## src/rtl/fifo_rd_ctrl.sv

```systemverilog
// -----------------------------------------------------------------------------
// fifo_rd_ctrl
//   Read-side controller of an asynchronous FIFO, running entirely in the rclk
//   domain directly downstream of the SRAM port-1 read interface.
//   - Synchronises the writer's Gray pointer and converts it to binary.
//   - Issues SRAM reads while the local buffer has room.
//   - Absorbs the SRAM's one-cycle read latency in a 2-entry output buffer.
//   - Presents a valid/ready stream at one word per cycle.
//   - Returns the committed read pointer, in Gray, to the write domain.
//
// Ports
//   rclk             in   read clock, the only clock
//   rrst             in   synchronous reset, active-high
//   wptr_gray_async  in   write pointer (Gray) from the wclk domain
//   rptr_gray        out  committed read pointer (Gray), registered
//   sram_csb         out  SRAM port-1 chip select, active-low
//   sram_raddr       out  SRAM port-1 address
//   sram_rdata       in   SRAM port-1 read data, valid the cycle after issue
//   dout             out  head word of the output buffer
//   dout_valid       out  dout holds a valid word
//   dout_ready       in   consumer accepts dout
//   empty            out  nothing buffered, in flight, or waiting to be issued
// -----------------------------------------------------------------------------
module fifo_rd_ctrl #(
  parameter int DATA_WIDTH  = 8,
  parameter int PTR_WIDTH   = 10,
  parameter int SYNC_STAGES = 2
) (
  input  logic                  rclk,
  input  logic                  rrst,
  input  logic [PTR_WIDTH:0]    wptr_gray_async,
  output logic [PTR_WIDTH:0]    rptr_gray,
  output logic                  sram_csb,
  output logic [PTR_WIDTH-1:0]  sram_raddr,
  input  logic [DATA_WIDTH-1:0] sram_rdata,
  output logic [DATA_WIDTH-1:0] dout,
  output logic                  dout_valid,
  input  logic                  dout_ready,
  output logic                  empty
);

  typedef logic [PTR_WIDTH:0]  ptr_t;
  typedef logic [DATA_WIDTH-1:0] word_t;

  function automatic ptr_t gray2bin(input ptr_t g);
    ptr_t b;
    b[PTR_WIDTH] = g[PTR_WIDTH];
    for (int i = PTR_WIDTH - 1; i >= 0; i--) begin
      b[i] = b[i+1] ^ g[i];
    end
    return b;
  endfunction

  function automatic ptr_t bin2gray(input ptr_t b);
    return b ^ (b >> 1);
  endfunction

  // ---------------------------------------------------------------------------
  // Write-pointer synchroniser
  // ---------------------------------------------------------------------------
  ptr_t sync_q [SYNC_STAGES];
  ptr_t wbin;

  // NOTE: every clocked process uses non-blocking assignments so that all
  // registers sample the values from before the edge, whatever the order in
  // which the simulator evaluates them.
  always_ff @(posedge rclk) begin
    if (rrst) begin
      for (int i = 0; i < SYNC_STAGES; i++) sync_q[i] <= '0;
    end else begin
      sync_q[0] <= wptr_gray_async;
      for (int i = 1; i < SYNC_STAGES; i++) sync_q[i] <= sync_q[i-1];
    end
  end

  assign wbin = gray2bin(sync_q[SYNC_STAGES-1]);

  // ---------------------------------------------------------------------------
  // Read state
  //   ibin     : next address to issue to the SRAM
  //   cbin     : words whose data has landed in the buffer (slots released)
  //   inflight : a read was issued last cycle; sram_rdata is valid now
  // ---------------------------------------------------------------------------
  ptr_t        ibin;
  ptr_t        cbin;
  ptr_t        cbin_next;
  logic        inflight;
  logic [1:0]  buf_cnt;
  logic [1:0]  buf_cnt_next;
  word_t       buf_mem [2];
  logic        wr_sel;
  logic        rd_sel;

  logic        avail;
  logic        pop;
  logic        issue;
  logic [2:0]  occ_after_pop;

  assign dout_valid = (buf_cnt != 2'd0);
  assign dout       = buf_mem[rd_sel];
  assign pop        = dout_valid & dout_ready;
  assign avail      = (wbin != ibin);

  // Occupancy the buffer would have if this cycle's pop and the pending
  // capture both complete; a new read only goes out if it will fit.
  assign occ_after_pop = {1'b0, buf_cnt} + {2'b00, inflight} - {2'b00, pop};

  // Reset gates the issue so no SRAM read is started while rrst is high,
  // even before the first reset edge has cleared the pointers.
  assign issue      = ~rrst & avail & (occ_after_pop < 3'd2);
  assign sram_csb   = ~issue;
  assign sram_raddr = ibin[PTR_WIDTH-1:0];

  // Built from registered state only, so dout_ready never reaches empty.
  assign empty = (wbin == ibin) & ~inflight & (buf_cnt == 2'd0);

  // The capture happens on the edge after the issue, i.e. whenever inflight.
  assign cbin_next    = cbin + ptr_t'(inflight);
  assign buf_cnt_next = 2'(buf_cnt + {1'b0, inflight} - {1'b0, pop});

  always_ff @(posedge rclk) begin
    if (rrst) begin
      ibin      <= '0;
      cbin      <= '0;
      inflight  <= 1'b0;
      rptr_gray <= '0;
      buf_cnt   <= 2'd0;
      wr_sel    <= 1'b0;
      rd_sel    <= 1'b0;
      // NOTE: the two buffer words are cleared on reset (unlike a large RAM)
      // because dout is read straight from them and must be 0 after reset.
      buf_mem[0] <= '0;
      buf_mem[1] <= '0;
    end else begin
      inflight <= issue;
      if (issue) ibin <= ibin + ptr_t'(1);

      if (inflight) begin
        buf_mem[wr_sel] <= sram_rdata;
        wr_sel          <= ~wr_sel;
      end
      if (pop) rd_sel <= ~rd_sel;
      buf_cnt <= buf_cnt_next;

      // A slot goes back to the writer only once its data is held locally.
      cbin      <= cbin_next;
      rptr_gray <= bin2gray(cbin_next);
    end
  end

endmodule

```

## config.mk

```make
export PLATFORM = sky130hd
export DESIGN_NAME = fifo_rd_ctrl
export DESIGN_NICKNAME = d
export VERILOG_FILES = /design/src/rtl/fifo_rd_ctrl.sv
export SDC_FILE = /design/constraint.sdc
export NUM_CORES = 1
export LEC_CHECK = 0
export ABC_AREA = 1
export CAP_MARGIN = 25
export CORE_ASPECT_RATIO = 1.25
export CORE_MARGIN = 2
export CORE_UTILIZATION = 45
export CTS_CLUSTER_SIZE = 30
export DETAILED_ROUTE_END_ITERATION = 10
export PLACE_DENSITY = 0.69
export SLEW_MARGIN = 10
export SYNTH_ARGS = -nofsm -noshare
export SYNTH_HDL_FRONTEND = slang
export SYNTH_SLANG_ARGS = --single-unit
```

## constraint.sdc

```tcl
create_clock -name rclk -period 7.77 [get_ports rclk]
set_input_delay 2.331 -clock rclk [delete_from_list [all_inputs] [get_ports rclk]]
set_output_delay 2.331 -clock rclk [all_outputs]
set_load 0.005 [all_outputs]
```

== Word level (Yosys, flattened, before mapping) ==
Memory sizes are Yosys's and may differ from the RTL's. A register that Yosys moved wholly into a read port is not among the register bits.
Index checks and enable logic that the tools add are counted.
Storage, ports and cells
  bits in latches: 0
  word-level logic and storage cells: 57
  memory bits (read-only): 0
  memories: 2
  input port bits: 22
  register bits after elaboration: 38
  bits in writable memories: 38
  output and inout port bits: 32
Cells by class
  bitwise gates (word level): 23
  eq/ne operators: 2
  add/subtract/negate cells: 6
  shift-type cells: 0
  reduce and logical (&&, ||, !) cells: 3
  multiply operators: 0
  $lt $le $gt $ge: 1
  div/mod/pow operators: 0
  muxes and demuxes: 13
Memories
  sync_q: depth 2, width 11, rd ports 2, clocked after memory_dff 0, wr ports 2, line 61  | ptr_t sync_q [SYNC_STAGES];
  buf_mem: depth 2, width 8, rd ports 1, clocked after memory_dff 1, wr ports 2, line 90  | word_t buf_mem [2];
Operator list (count)
  11-bit two-way mux: 2
  11-bit by 1-bit adder with 11-bit output: 1
  11-bit by 1-bit adder with 11-bit output (second input constant): 1
  11-bit equality test: 1
  11-bit != test: 1
  11-bit by 10-bit bitwise XOR with 11-bit output: 1
  1-bit two-way mux: 10
  1-bit bitwise XOR: 10
  8-bit two-way mux: 1
  8-bit OR reduction: 1
  1-bit AND: 5
  1-bit inverter: 5
  2-bit by 1-bit adder with 3-bit output: 1
  3-bit by 2-bit < comparator with 1-bit output (second input constant): 1
  3-bit by 1-bit subtractor with 3-bit output: 1
  2-bit by 1-bit adder with 2-bit output: 1
  2-bit zero test: 1
  1-bit OR: 2
  2-bit nonzero test: 1
  2-bit by 1-bit subtractor with 2-bit output: 1

== Logic depth before layout (Yosys ltp) ==
Gate-level depths: netlist (run 1).
  depth after elaboration: 14
  depth in mapped cells: 20
  gate-level depth less buffers: 20

== Worst setup path after synthesis (run 1) ==
OpenSTA, ideal clock, no wires.
  path kind: input to output
  start point: in dout_ready
  end point: out sram_csb
  cell stages on the path: 11
  required time: 5.439 ns
  path buffers: 1
  path slack: 1.429 ns
  data arrival time: 4.010 ns
  path through: nand2_1 > inv_1 > ha_1 > inv_1 > ha_1 > inv_1 > fa_1 > o21ai_0 > a211oi_1 > nand2_2 > buf_4
Between the ends
  cells in the longest elaborated chain, start to end: 5
RTL lines
  start, declared: line 38  | input logic dout_ready,
  1-bit AND: line 101  | assign pop = dout_valid & dout_ready;
  via pop: line 95  | logic pop;
  3-bit by 1-bit subtractor with 3-bit output: line 106  | assign occ_after_pop = {1'b0, buf_cnt} + {2'b00, inflight} - {2'b00, pop};
  3-bit by 2-bit < comparator with 1-bit output: line 110  | assign issue = ~rrst & avail & (occ_after_pop < 3'd2);
  1-bit AND: line 110
  1-bit inverter: line 111  | assign sram_csb = ~issue;
  end, declared: line 33  | output logic sram_csb,
The timed path passes the listed nets, and every way through them passes these cells.

== Final worst setup path (run 1) ==
Same ends and word-level chain as after synthesis.

==> results.toml, run 1 <==
[layout]
multi_input_area_um2 = 1380
fill_cells = 690
final_cell_area_um2 = 4200
antenna_cells = 0
seqCellArea_um2 = 1680
drive_gt1_share_pct = 12.0
syn2layout_area_growth_pct = 21.6
fin_util_pct = 56.8
fin_nets = 483

[synthesis]
syn_inst = 409
yosysMostFrequentCell = "inv_1"
synth_fp_nets = 437
async_reset_ff_share_pct = 0
synth_area_um2 = 3460
synthFlopType = "dfxtp_1"
synth_edf_count = 16
syn_area_per_cell_um2 = 8.45
synth_common_cells = "inv_1, nor2_1, dfxtp_1"
yosysSeqAreaShare_pct = 48.7
synth_top_cell_area_share_pct = 34.8
yosysWarnings = 0
synth.largest_area_cell = "dfxtp_1"
yosys-top-cells-area = "dfxtp_1, edfxtp_1, inv_1, nor2_1, nand3_1"
synth_cell_type_count = 30
synth-seq-cells = 76

[cts]
htreeDepth = 3
cts_tree = "yes"
cts_sinks = 76
numCtsBuffers = 9
post_cts_resized = 0
ctsHoldBuffers = 0
cts_setup_buffers = 0
root_buffer = "clkbuf_8"
clk_pin_slew_worst_paths_ns = 0.07
insertion_delay_ns = 0.35
cts.path.max_buffers = 2

[critical_path]
slowest_stage = "fa_1"
r2r_start = "buf_cnt[1]"
worstSetupEndpointType = "output port"
critPathKind = "input port to output port"
startpoint_type = "input port"
cp_top_family = "buffers and inverters"
cp_cell_sequence = "clkdlybuf4s50_1, nand2_1, inv_1, ha_1, inv_1, ha_1, inv_1, fa_1, o21ai_0, a211oi_1, nand2_2, clkdlybuf4s50_1"
slowest_delay_ns = 0.50
rrSetupSlack_ns = 5.04
crit_required_ns = 5.44
cp-startpoint = "dout_ready"
arrival_ns = 4.90
r2r-end = "ibin[5]"
crit_fanout = 4
crit_top_cell = "inv_1"
path_buf_inv = 5
r2r_cells = 14

[route]
via_per_inst = 4.86
detail_route.iter0.violations = 82
dr_total_vias = 2681
firstDrtPassIters = 4
drt.antenna.violating_nets = 0
post_drt_wl_per_cell_um = 11.8
route.detailed.drc = 0
routed_wl_um = 6540

[sta]
clock_skew_ns = 0.0145
finalSetupViolCount = 0
worst_slew_pin_slew_ns = 0.522
period_needed_ns = 7.23
fmax_ghz = 0.138
rsz0062_at_grt = "no"
finalSetupTns_ns = 0
worst_slack_ns = 0.535
relSlewSlack_pct = 65.2
hold_viol = 0
drv_slew = 0
period_share_pct = 93.1

[power]
ir_drop_v = 0.000181
switching_share_pct = 30.0
switching_power_uw = 315
seq_power_share_pct = 45.1
power.leakage_nw = 1.73
p_int_uw = 738
clockPowerShare_pct = 29.4
powerDensity_nw_per_um2 = 251
p_comb_share_pct = 25.5

[place]
dpl.hpwl_um = 4650
numPortBuffers = 53
place_area_um2 = 3990
dp_worst_setup_slack_ns = 0.561
place_congestion = 0.765

[floorplanning]
die_x_um = 82.4
start_util_pct = 46.7
dieHeight_um = 102
ios = 54
core_area_um2 = 7400
dieArea_um2 = 8400
fp-row-count = 35

[global_route]
grt_usage_pct = 17.0
grt_pass1_vias = 2579
grt_max_degree = 46
antenna_found_initial = 0
grt-ovfl-total = 0
grt_first_pass_wirelength_um = 11000

[hold_path]
min_to = "sync_q[0][13]"
min_path_cells = 2
min-delay-path-class = "register to register"
hp-start = "sync_q[0][2]"

[job]
cap_violations = 0

[run_status]
status = "finished clean"
## state kept, by name, summed over array words and instances (netlist names), named ones only
register and flops:
wr_sel 1, inflight 1, buf_mem 16, buf_cnt 2, rd_sel 1, cbin 10
rptr_gray 11, ibin 11, sync_q 22
## worst max path at each step
stage | end | slack [ns] | cells after the start
final | sram_csb | 0.54 | 12
after global routing | sram_csb | 0.32 | 12
after CTS | sram_csb | 0.53 | 12
after detailed placement | sram_csb | 0.56 | 12
after global placement | sram_csb | 0.59 | 12
after floorplan | sram_csb | 1.43 | 11
## metal layers
metal | routed length [µm] | GRT usage, % | vias up | share of wire, %
met3 | 286 | 3.36 | 11 | 4.4
met4 | 131 | 8.46 | 0 | 2.0
met1 | 2870 | 19.1 | 1241 | 44
met5 | 0 | 0 | - | 0
li1 | - | - | 1371 | -
met2 | 3250 | 30.1 | 58 | 50
## worst register-to-register path: cells and delay by family (launching register included)
| family | cells | cell delay, ns |
|---|---|---|
| compound gates | 3 | 0.57 |
| flops | 1 | 0.40 |
| buf+inv | 5 | 0.58 |
| fa+ha+maj | 3 | 0.88 |
| simple gates | 3 | 0.26 |
## kinds of logic after synthesis
logic type      Yosys count  synth area share (%)
fa+ha+maj                 6                  2.39
simple gates            178                  24.0
compound gates           28                  5.54
mux                       8                  2.61
flops                    76                  48.7
xor+xnor                 21                  5.32
buf+inv                  92                  11.4
## cell usage in the layout (no fill, tap or decap), drive strengths merged, types with 11 or more instances in the layout
cell type,instances
edfxtp,16
nand2,49
inv,71
dfxtp,60
a21oi,13
clkbuf,11
nor2,65
xor2,16
clkdlybuf4s50,52
nand3,51
## final cells by class
| class | count | share of cell area [%] |
|---|---|---|
| Multi-Input combinational cell | 241 | 32.8 |
| Tap cell | 92 | 2.74 |
| Sequential cell | 76 | 40.0 |
| Timing Repair Buffer | 56 | 13.0 |
| Inverter | 71 | 6.34 |
| Clock buffer | 11 | 3.60 |
| Clock inverter | 5 | 1.43 |
## per-stage QoR
step                      hold slack (ns)  cells  power, mW
after floorplan                     0.388    409      0.643
after global placement              0.389    536      0.744
after detailed placement            0.395    536      0.751
after CTS                           0.407    552       1.07
after global routing                0.424    552       1.12
final                               0.404    552       1.05
## power by group through the flow
stage                     Combinational, mW  Clock (mW)  Sequential [mW]
after global placement                0.262           0            0.482
after detailed placement              0.267           0            0.484
after floorplan                       0.171           0            0.473
after global routing                  0.307       0.333            0.479
final                                 0.268       0.310            0.475
after CTS                             0.271       0.320            0.475
(Power assumes the default switching activity.)
==> inputs of run 2 (changes only) <==
--- a/config.mk
+++ b/config.mk
@@ -5,7 +5,7 @@
 export SDC_FILE = /design/constraint.sdc
 export NUM_CORES = 1
 export LEC_CHECK = 0
-export ABC_AREA = 1
+export ABC_AREA = 0
 export CAP_MARGIN = 25
 export CORE_ASPECT_RATIO = 1.25
 export CORE_MARGIN = 2
==> run 2 against run 1 <==
  * Cell area down 2.6%
  * Combinational power up 3%
  * Synthesized cell count down 20%
  * Die area down 1.5%
  * Flip-flop and latch count unchanged
  * Final cell count down 16%
  * Synthesized area down 1.6%
  * Power down 0.64%
  * Clock power down 8.1%
  * Highest routed layer unchanged
==> results.toml, run 2 <==
[layout]
drive_gt1_share_pct = 11.0
final_cell_count_no_fill = 465
final_cell_area_um2 = 4090
syn2layout_area_growth_pct = 20.3
top_regs = "sync_q x22, buf_mem x16"
fin_util_pct = 55.6
antenna_cells = 0
layout_commonest_cell = "dfxtp_1"
fin_nets = 396
largest_reg_flops = 22
regMostFlops = "sync_q"
mostFrequentLayoutCells = "dfxtp_1, clkdlybuf4s50_1, nor2_1"

[synthesis]
synth-seq-cells = 76
syn_inst = 327
synth.largest_area_cell = "dfxtp_1"
synth_area_um2 = 3400
synth_fp_nets = 355
synth_common_cells = "dfxtp_1, nor2_1, nor2b_1"
yosysMostFrequentCell = "dfxtp_1"
synth_top_cell_area_share_pct = 35.3
yosys-top-cells-area = "dfxtp_1, edfxtp_1, nor2b_1, xnor2_1, xor2_1"
syn_area_per_cell_um2 = 10.4
yosysSeqAreaShare_pct = 49.4
synthFlopType = "dfxtp_1"
yosysWarnings = 0
async_reset_ff_share_pct = 0
synth_edf_count = 16
synth_cell_type_count = 52

[place]
dpl.hpwl_um = 3840
numPortBuffers = 53
dp_worst_setup_slack_ns = 0.550
place_congestion = 0.782
dp_cells = 449
place_area_um2 = 3910

[critical_path]
r2r_cells = 12
crit_required_ns = 5.44
worstSetupEndpointType = "output port"
r2r_start = "buf_cnt[1]"
crit_fanout = 17
arrival_ns = 4.88
startpoint_type = "input port"
r2r-end = "ibin[8]"
rrSetupSlack_ns = 4.69
critPathKind = "input port to output port"

[sta]
relSlewSlack_pct = 44.3
drv_slew = 0
rsz0062_at_grt = "no"
whs_ns = 0.430
fmax_ghz = 0.139
worst_slack_ns = 0.558
worst_slew_pin_slew_ns = 0.833
hold_viol = 0
finalSetupViolCount = 0
period_share_pct = 92.8
clock_skew_ns = 0.0102
period_needed_ns = 7.21
finalSetupTns_ns = 0

[route]
post_drt_wl_per_cell_um = 12.1
via_per_inst = 4.90
route.detailed.drc = 0
routed_wl_um = 5620
drt.antenna.violating_nets = 0
firstDrtPassIters = 4
detail_route.iter0.violations = 94
dr_total_vias = 2278

[floorplanning]
ios = 54
dieHeight_um = 101
die_x_um = 81.8
fp-row-count = 35
core_area_um2 = 7360
start_util_pct = 46.2
dieArea_um2 = 8270

[global_route]
grt_max_degree = 66
grt_usage_pct = 14.5
antenna_found_initial = 0
grt_pass1_vias = 2090
grt_first_pass_wirelength_um = 9230
grt-ovfl-total = 0

[power]
powerDensity_nw_per_um2 = 256
total_power_mw = 1.05
power.leakage_nw = 1.59
ir_drop_v = 0.000141

[cts]
clk_pin_slew_worst_paths_ns = 0.08
cts_tree = "yes"
cts_setup_buffers = 0
numCtsBuffers = 9
insertion_delay_ns = 0.34
htreeDepth = 3
cts_sinks = 76
post_cts_resized = 0
cts.path.max_buffers = 2
ctsHoldBuffers = 0
root_buffer = "clkbuf_8"

[hold_path]
hp-start = "sync_q[0][3]"
min-delay-path-class = "register to register"
min_to = "sync_q[0][14]"
min_path_cells = 1

[job]
cap_violations = 0

[run_status]
status = "finished clean"
## run 2: cell types whose count changed after synthesis, moves of 8 or more
cell     change
nor2b_1     +29
nand3_1     -34
nand2_2      -8
nand2_1     -31
and2_1      +17
nor2_1      -28
o21ai_0      -9
inv_1       -62
xnor2_1     +15
a21oi_2      -8
nand3_2      -8
## run 2: worst max path at each step
stage                    start       end  slack, ns  depth (start not counted)
floorplan           dout_ready  sram_csb       1.53                         10
global placement    dout_ready  sram_csb       0.60                         11
finish              dout_ready  sram_csb       0.56                         11
global route        dout_ready  sram_csb       0.41                         11
CTS                 dout_ready  sram_csb       0.53                         11
detailed placement  dout_ready  sram_csb       0.55                         11
## run 2: cell type report
type,instances,area (µm²)
Fill cell,666,3260
Sequential cell,76,1680
Multi-Input combinational cell,218,1540
Timing Repair Buffer,54,533
Clock buffer,11,131
Tap cell,92,115
Clock inverter,5,53.8
Inverter,9,33.8
## run 2: kinds of logic after synthesis
group                    after synthesis  share of synthesized area [%]
flip-flops                            76                           49.4
XOR/XNOR                              41                           11.9
adder cells (fa/ha/maj)                6                           2.43
AO/OA/AOI/OAI                         28                           6.07
AND/OR/NAND/NOR                      130                           20.7
multiplexers                          13                           4.34
buffers and inverters                 33                           5.15
## run 2: layer usage
| metal | part of all wire [%] | routed length [µm] | GRT usage [%] |
|---|---|---|---|
| met4 | 1.4 | 78 | 6.15 |
| met2 | 47 | 2660 | 23.6 |
| met3 | 5.3 | 296 | 4.63 |
| met1 | 46 | 2590 | 17.5 |
| met5 | 0 | 0 | 0 |
## run 2: critical path: stages
cell	delay [ns]
clkdlybuf4s50_1	0.45
and2_1	0.15
ha_1	0.24
inv_1	0.06
ha_1	0.13
inv_1	0.05
fa_1	0.38
xnor2_1	0.13
nand3b_1	0.13
o21bai_4	0.26
clkdlybuf4s50_1	0.58
## run 2: power by group
group	switching (mW)	leakage [nW]	internal, mW
Clock	0.138	0.0971	0.148
Combinational	0.120	0.831	0.156
Sequential	0.0352	0.658	0.450
==> inputs of run 3 (changes only) <==
--- a/config.mk
+++ b/config.mk
@@ -9,10 +9,10 @@
 export CAP_MARGIN = 25
 export CORE_ASPECT_RATIO = 1.25
 export CORE_MARGIN = 2
-export CORE_UTILIZATION = 45
+export CORE_UTILIZATION = 37
 export CTS_CLUSTER_SIZE = 30
 export DETAILED_ROUTE_END_ITERATION = 10
-export PLACE_DENSITY = 0.69
+export MAX_ROUTING_LAYER = met4
 export SLEW_MARGIN = 10
 export SYNTH_ARGS = -nofsm -noshare
 export SYNTH_HDL_FRONTEND = slang
==> run 3 against run 2 <==
  * Wire length increased by 0.84%
  * Critical path type unchanged
  * Critical path depth is the same
  * Largest cell class unchanged
  * First-iteration DRC count shrank 8.5%
  * Register-to-register slack got worse by 0.03 ns
  * Die area grew 21%
  * Via count is 0.70% higher
  * Clock-buffer cell count did not move
  * Hold slack better by 0.00063 ns
  * Fmax about the same
==> results.toml, run 3 (synthesis results as in run 2) <==
[run_status]
status = "finished clean"

[cts]
cts_sinks = 76
root_buffer = "clkbuf_16"
htreeDepth = 3
cts_tree = "yes"
post_cts_resized = 0
clk_pin_slew_worst_paths_ns = 0.06
numCtsBuffers = 9
insertion_delay_ns = 0.33
cts.path.max_buffers = 2
ctsHoldBuffers = 0
cts_setup_buffers = 0

[place]
place_congestion = 0.718
numPortBuffers = 53
dpl.hpwl_um = 3920

[global_route]
grt_first_pass_wirelength_um = 9840
grt-ovfl-total = 0
grt_pass1_vias = 2168
antenna_found_initial = 0
grt_max_degree = 66
grt_usage_pct = 12.6

[route]
post_drt_wl_per_cell_um = 11.4
drt.antenna.violating_nets = 0
route.detailed.drc = 0
dr_total_vias = 2294
detail_route.iter0.violations = 86
via_per_inst = 4.63
firstDrtPassIters = 4
routed_wl_um = 5670

[critical_path]
r2r_start = "buf_cnt[1]"
arrival_ns = 4.88
crit_fanout = 17
cp-startpoint = "dout_ready"
critPathKind = "input port to output port"
startpoint_type = "input port"
r2r_cells = 12
crit_required_ns = 5.44
worstSetupEndpointType = "output port"

[sta]
whs_ns = 0.430
rsz0062_at_grt = "no"
period_needed_ns = 7.21
drv_slew = 0
period_share_pct = 92.8
relSlewSlack_pct = 45.3
worst_slew_pin_slew_ns = 0.819
hold_viol = 0
finalSetupViolCount = 0
fmax_ghz = 0.139
finalSetupTns_ns = 0
clock_skew_ns = 0.00478

[layout]
syn2layout_area_growth_pct = 25.1
drive_gt1_share_pct = 11.5
top_regs = "sync_q x22, buf_mem x16"
regMostFlops = "sync_q"
fin_nets = 396
fill_cells = 845
layout_commonest_cell = "dfxtp_1"
largest_reg_flops = 22
antenna_cells = 0
mostFrequentLayoutCells = "dfxtp_1, clkdlybuf4s50_1, nor2_1"

[floorplanning]
core_area_um2 = 9030
ios = 54
dieHeight_um = 111
die_x_um = 89.8
dieArea_um2 = 9980
fp-row-count = 39
start_util_pct = 37.7

[hold_path]
min_path_cells = 1
min-delay-path-class = "register to register"
hp-start = "sync_q[0][3]"

[power]
total_power_mw = 1.18
ir_drop_v = 0.000117
power.leakage_nw = 1.64
powerDensity_nw_per_um2 = 277

[job]
cap_violations = 0
==> run 3: cell count changes in the layout (fill, tap and decap cells not counted) <==
cell / previous run / this run
clkbuf_16: 0 / 9
clkbuf_8: 9 / 1
clkbuf_1: 2 / 0
clkinv_2: 3 / 1
clkbuf_4: 0 / 1
clkinvlp_4: 0 / 1
inv_6: 0 / 1
==> run 3: through the flow <==
step,setup WS [ns],instances,util [%],instance area (µm²)
after floorplan,1.53,327,-,3400
after global placement,0.604,480,43.7,3950
after detailed placement,0.545,480,43.7,3950
after CTS,0.539,496,47.1,4250
after global routing,0.435,496,47.1,4250
final,0.559,496,47.1,4250
==> run 3: routing by layer <==
metal  vias up  share of wire [%]  wire, µm  GRT usage (%)
met2        45                 48      2720           19.6
li1       1179                  -         -              -
met1      1062                 46      2590           14.9
met3         8                4.2       239           2.79
met4         0                2.2       123           8.00
met5         -                  0         0              -
==> run 3: layout make-up <==
type / count / area (µm²) / share of cell area, %
clock buffers: 11 / 246 / 5.80
clock inverters: 5 / 60.1 / 1.41
inverters: 9 / 33.8 / 0.794
multi-input cells: 218 / 1540 / 36.3
flip-flops and latches: 76 / 1680 / 39.5
well taps: 123 / 154 / 3.62
repair buffers: 54 / 533 / 12.5
==> run 3: final timing paths <==
path	endpoint	slack [ns]
max	sram_csb	0.56
min	sync_q[0][14]	0.43
max reg2reg	ibin[8]	4.66
min reg2reg	sync_q[0][14]	0.43
==> run 3: power by group <==
group          switching [mW]  internal [mW]  total [mW]  leakage (nW)
logic                   0.117          0.155       0.273         0.831
clock network           0.158          0.262       0.420         0.150
registers              0.0347          0.450       0.485         0.658
==> run 3: worst max-delay path, cell delays in order <==
cell	delay (ns)
clkdlybuf4s50_1	0.44
and2_1	0.15
ha_1	0.23
inv_1	0.05
ha_1	0.13
inv_1	0.05
fa_1	0.37
xnor2_1	0.14
nand3b_1	0.14
o21bai_4	0.26
clkdlybuf4s50_1	0.58
